===== src/rtl/bcd_mul_seq.sv =====
// bcd_mul_seq: NDIG x NDIG digit BCD multiplier controller.
// Walks every digit pair (a_i, b_j), presents it to an external shared
// single-digit BCD multiplier, and BCD-accumulates the returned two-digit
// product at digit weight i+j into a 2*NDIG digit accumulator.
module bcd_mul_seq #(
  parameter int NDIG = 8
) (
  input  logic                clk,
  input  logic                rst,
  input  logic                start,
  input  logic [4*NDIG-1:0]   a_bcd,
  input  logic [4*NDIG-1:0]   b_bcd,
  output logic [3:0]          mul_x,
  output logic [3:0]          mul_y,
  input  logic [3:0]          mul_h,
  input  logic [3:0]          mul_l,
  output logic                busy,
  output logic                done,
  output logic                err,
  output logic [8*NDIG-1:0]   product
);

  localparam int IW = (NDIG > 1) ? $clog2(NDIG) : 1;
  localparam logic [IW-1:0] LAST_IDX = IW'(NDIG - 1);

  typedef enum logic [1:0] {
    S_IDLE,
    S_CHECK,
    S_RUN,
    S_DONE
  } state_e;

  state_e                       state_q;
  logic [NDIG-1:0][3:0]         a_op_q;
  logic [NDIG-1:0][3:0]         b_op_q;
  logic [IW-1:0]                i_q;
  logic [IW-1:0]                j_q;
  logic [2*NDIG-1:0][3:0]       acc_q;
  logic [2*NDIG-1:0][3:0]       acc_d;
  logic [8*NDIG-1:0]            product_q;
  logic                         busy_q;
  logic                         done_q;
  logic                         err_q;
  logic                         op_bad;
  logic [IW:0]                  ij;

  assign busy    = busy_q;
  assign done    = done_q;
  assign err     = err_q;
  assign product = product_q;
  assign ij      = {1'b0, i_q} + {1'b0, j_q};

  // Flag any latched operand digit outside 0..9.
  always_comb begin
    // NOTE: every always_comb output gets a default first so no path can leave it unassigned and infer a latch.
    op_bad = 1'b0;
    for (int k = 0; k < NDIG; k++) begin
      if (a_op_q[k] > 4'd9 || b_op_q[k] > 4'd9) op_bad = 1'b1;
    end
  end

  // Present the current digit pair to the shared multiplier; zero outside RUN.
  always_comb begin
    mul_x = 4'd0;
    mul_y = 4'd0;
    if (state_q == S_RUN) begin
      mul_x = a_op_q[i_q];
      mul_y = b_op_q[j_q];
    end
  end

  // BCD-add the shifted partial product into the accumulator, carry rippling
  // through every higher digit. The carry out of the top digit cannot occur for
  // valid BCD operands, so it is dropped.
  always_comb begin
    logic [2*NDIG-1:0][3:0] addend;
    logic [4:0]             s;
    logic                   c;
    addend = {{(8*NDIG-8){1'b0}}, mul_h, mul_l} << {ij, 2'b00};
    acc_d  = '0;
    c      = 1'b0;
    for (int k = 0; k < 2*NDIG; k++) begin
      s = {1'b0, acc_q[k]} + {1'b0, addend[k]} + {4'd0, c};
      if (s > 5'd9) begin
        acc_d[k] = s[3:0] + 4'd6;
        c        = 1'b1;
      end else begin
        acc_d[k] = s[3:0];
        c        = 1'b0;
      end
    end
  end

  // Control FSM with registered status outputs and datapath registers.
  always_ff @(posedge clk or posedge rst) begin
    if (rst) begin
      state_q   <= S_IDLE;
      a_op_q    <= '0;
      b_op_q    <= '0;
      i_q       <= '0;
      j_q       <= '0;
      acc_q     <= '0;
      product_q <= '0;
      busy_q    <= 1'b0;
      done_q    <= 1'b0;
      err_q     <= 1'b0;
    end else begin
      // NOTE: non-blocking assignments so every register samples pre-edge values, independent of statement order.
      done_q <= 1'b0;
      err_q  <= 1'b0;
      case (state_q)
        S_IDLE: begin
          if (start) begin
            a_op_q  <= a_bcd;
            b_op_q  <= b_bcd;
            busy_q  <= 1'b1;
            state_q <= S_CHECK;
          end
        end
        S_CHECK: begin
          if (op_bad) begin
            busy_q  <= 1'b0;
            done_q  <= 1'b1;
            err_q   <= 1'b1;
            state_q <= S_IDLE;
          end else begin
            acc_q   <= '0;
            i_q     <= '0;
            j_q     <= '0;
            state_q <= S_RUN;
          end
        end
        S_RUN: begin
          acc_q <= acc_d;
          if (i_q == LAST_IDX) begin
            i_q <= '0;
            if (j_q == LAST_IDX) begin
              j_q       <= '0;
              busy_q    <= 1'b0;
              done_q    <= 1'b1;
              product_q <= acc_d;
              state_q   <= S_DONE;
            end else begin
              j_q <= j_q + 1'b1;
            end
          end else begin
            i_q <= i_q + 1'b1;
          end
        end
        S_DONE: begin
          state_q <= S_IDLE;
        end
        default: begin
          state_q <= S_IDLE;
        end
      endcase
    end
  end

endmodule


===== config.mk =====
export PLATFORM = sky130hd
export DESIGN_NAME = bcd_mul_seq
export DESIGN_NICKNAME = d
export VERILOG_FILES = /design/src/rtl/bcd_mul_seq.sv
export SDC_FILE = /design/constraint.sdc
export NUM_CORES = 1
export LEC_CHECK = 0
export ABC_AREA = 1
export CAP_MARGIN = 10
export CORE_MARGIN = 2
export CORE_UTILIZATION = 50
export DETAILED_ROUTE_END_ITERATION = 12
export HOLD_SLACK_MARGIN = 0.15
export PLACE_DENSITY = 0.82
export RECOVER_POWER = 50
export SETUP_SLACK_MARGIN = 0.2
export SYNTH_ARGS = -nofsm -noshare
export SYNTH_HDL_FRONTEND = slang
export SYNTH_SLANG_ARGS = --single-unit

===== constraint.sdc =====
create_clock -name clk -period 30.9 [get_ports clk]
set_input_delay 3.09 -clock clk [delete_from_list [all_inputs] [get_ports clk]]
set_output_delay 3.09 -clock clk [all_outputs]
set_load 0.03 [all_outputs]

==> out/qor.csv <==
metric,value,unit
die_x,168,um
yosys_warnings,0,
synth.cell_area,13400,sq um
max_slew_margin,-295,%
area_growth,24.4,%
vias,12700,
p_switching,237,uW
nets,2159,
vias_per_cell,5.47,
yosys-top-cells-area,"dfrtp_1, nand2_1, ha_1",
place_ws,-1560,ps
combPwrFrac,20.1,%
total_power,814,uW
skew,12.6,ps
r2r-end,product[63]$_DFFE_PP0P_,
portBuffers,149,
syn_area_per_cell,7.50,sq um
hold_path.class,reg2reg,
ir_drop,0.0000505,V
report.final.slew_viol_count,310,
violations,"max-capacitance violations, max-slew violations",
power_frac_seq,41.5,%
path_clk_slew,60,ps
layout-drive-gt1-share,14.2,%
clock_path_buffers,3,
wl,37.1,mm
path_class,in2reg,
cts_root_buf,clkbuf_16,
synth_fp_nets,1992,
arrival,30170,ps
crit_required,31360,ps
fin_crit_sh,96.1,%
worst_setup_path_end_kind,flop,
power.density,48.7,nW/um^2
ys_ff_latch,203,
reg2reg_slack,1520,ps
finalSetupViolCount,0,
coreArea,26700,sq um
overflow,0,
rows,60,
status,"finished, violations left",
wl_per_cell,16.0,um
synth_top_area_cell,dfrtp_1,
tightest_slew,5890,ps
path_max_fanout,5,
crit_end,product[63]$_DFFE_PP0P_,
clk_latency,540,ps
reg2regPathDepth,176,
swShare,29.1,%
dp_hpwl,25.0,mm
drc,0,
synth_cell_types,35,
startpoint_type,primary input,
cts.sinks,203,
antenna_found_initial,1,
grt_pass1_wl,58.9,mm
clock_power_share,38.4,%
gp_congestion,0.922,
initial_core_util,50.5,%
synth-edff-count,0,
die_h,168,um
setup_ws,1200,ps
period_needed,29700,ps
grt_max_degree,132,
die_area,28200,sq um
placed_cells,2234,
grt_pass1_vias,12200,
htreeDepth,1,
p_leak,8.12,nW
cap_violations,4,
cts_tree,built,
grt_usage,25.4,%
critPathSlowestCell,fa_2,
r2r_start,j_q[1]$_DFFE_PP0P_,
hold_violations,0,
yosys_most_used_dff,dfrtp_1,
ys_seq_area_share,37.8,%
fmax,0.0337,GHz
critical_path.startpoint,mul_l[1],
synthCells,1793,
dr.pass1.iters,6,
synth_top_area_share,37.8,%
synthArstFlopShare,100,%
instances_no_fill,2318,
p_int,577,uW
cts_buffers,24,
timing.hold.ws,472,ps
io_pins,150,
critPathMaxStageDelay,610,ps
drt_iter0_drc,1030,
ant_nets,0,
through the flow:
step | cell area, sq um | setup TNS (ps) | util (%)
CTS | 16200 | 0 | 60.6
finish | 16700 | 0 | 62.8
detailed placement | 15100 | -9580 | 56.8
global route | 16700 | -2130 | 62.8
floorplan | 13400 | 0 | -
global placement | 15100 | 0 | 56.8
kinds of logic (layout without fill, tap and decap cells):
| kind of cell | Yosys count | count (layout) | share of synthesized area, % |
|---|---|---|---|
| other | 0 | 1 | 0 |
| multiplexers | 45 | 45 | 3.76 |
| AND/OR/NAND/NOR | 932 | 932 | 28.1 |
| adder cells (fa/ha/maj) | 124 | 124 | 13.3 |
| XOR/XNOR | 6 | 6 | 0.447 |
| buffers and inverters | 256 | 439 | 7.75 |
| flip-flops | 203 | 203 | 37.8 |
| AO/OA/AOI/OAI | 227 | 227 | 8.89 |
worst min-delay path by stage:
stage	startpoint	to	slack, ps	depth (start not counted)
global route	product[30]$_DFFE_PP0P_	product[30]$_DFFE_PP0P_	500	2
floorplan	acc_q[12]$_DFFE_PP0P_	acc_q[12]$_DFFE_PP0P_	450	2
global placement	product[19]$_DFFE_PP0P_	product[19]$_DFFE_PP0P_	460	2
finish	product[9]$_DFFE_PP0P_	product[9]$_DFFE_PP0P_	470	2
detailed placement	product[10]$_DFFE_PP0P_	product[10]$_DFFE_PP0P_	460	2
CTS	product[10]$_DFFE_PP0P_	product[10]$_DFFE_PP0P_	480	2
layout make-up:
type | instances | area, sq um
diodes | 1 | 2.50
clock buffers | 30 | 663
clock inverters | 12 | 209
fillers | 2216 | 9920
inverters | 198 | 744
multi-input cells | 1334 | 7750
flip-flops and latches | 203 | 5080
well taps | 341 | 427
repair buffers | 199 | 1850
power by group through the flow:
stage          registers [mW]  logic [mW]  clock network (mW)
2_1_floorplan           0.338       0.116                   0
3_3_place_gp            0.340       0.154                   0
3_5_place_dp            0.342       0.159                   0
4_1_cts                 0.337       0.160               0.317
5_1_grt                 0.344       0.183               0.326
6_report                0.338       0.164               0.312
synthesized netlist by cell type, types with 2 or more instances:
master and instances:
and3_1 10, inv_2 4, ha_1 92, buf_2 20, nand3b_1 13, o21ai_0 118, dfrtp_1 203, nor2_2 2
fa_1 32, inv_1 193, a31oi_1 5, nand2_2 3, nor4_1 2, o22ai_1 7, buf_6 7, o21ai_2 6
nor3_1 3, nand3_1 132, clkbuf_1 30, nor2_1 187, mux2_2 44, a21oi_1 87, nand2_1 578, xnor2_1 4
what timing repair did:
| item | CTS | global route |
|---|---|---|
| endpoints found under the setup margin | 8 | 14 |
| buffers inserted | 3 | 38 |
| hold buffers | 0 | 0 |
| resized for setup | 38 | 123 |
| endpoints found under the hold margin | 0 | 0 |
| pin swaps | 6 | 45 |
critical path: cells and delay by family:
family	cells	cell delay, ps
xor gates and xnor gates	3	660
and+or+nand+nor	58	5620
buffers and inverters	53	3830
adders and majority gates	43	15010
AOI/OAI and AO/OA	18	1920
layout by cell type, fill, tap and decap left out, drive strengths merged:
cell	instances
nand2	581
dfrtp	203
inv	196
nor2	189
nand3	132
o21ai	125
clkdlybuf4s50	111
ha	92
a21oi	88
buf	48
mux2	44
dlygate4sd3	35
clkbuf	34
fa	32
nand3b	13
and3	10
o22ai	7
a31oi	6
clkinv	6
bufinv	5
xnor2	5
nor3	4
clkinvlp	3
nor4	2
diode	1
xor2	1
mux2i	1
or2	1
a21boi	1
dlymetal6s2s	1
registers in the layout (all words and copies together) (netlist names), named ones only:
name / flops
a_op_q: 32
b_op_q: 32
j_q: 3
err: 1
done: 1
acc_q: 64
busy: 1
state_q: 1
i_q: 3
product: 64
layer usage:
layer  share of wire (%)  track usage, %  up-vias
met5                   0               0        -
met4                 2.7            7.37        0
met3                 7.8            3.88       81
met2                  48            43.7      526
met1                  41            33.3     6005
li1                    -               -     6056
No activity file was read; power rests on OpenSTA's default activity.
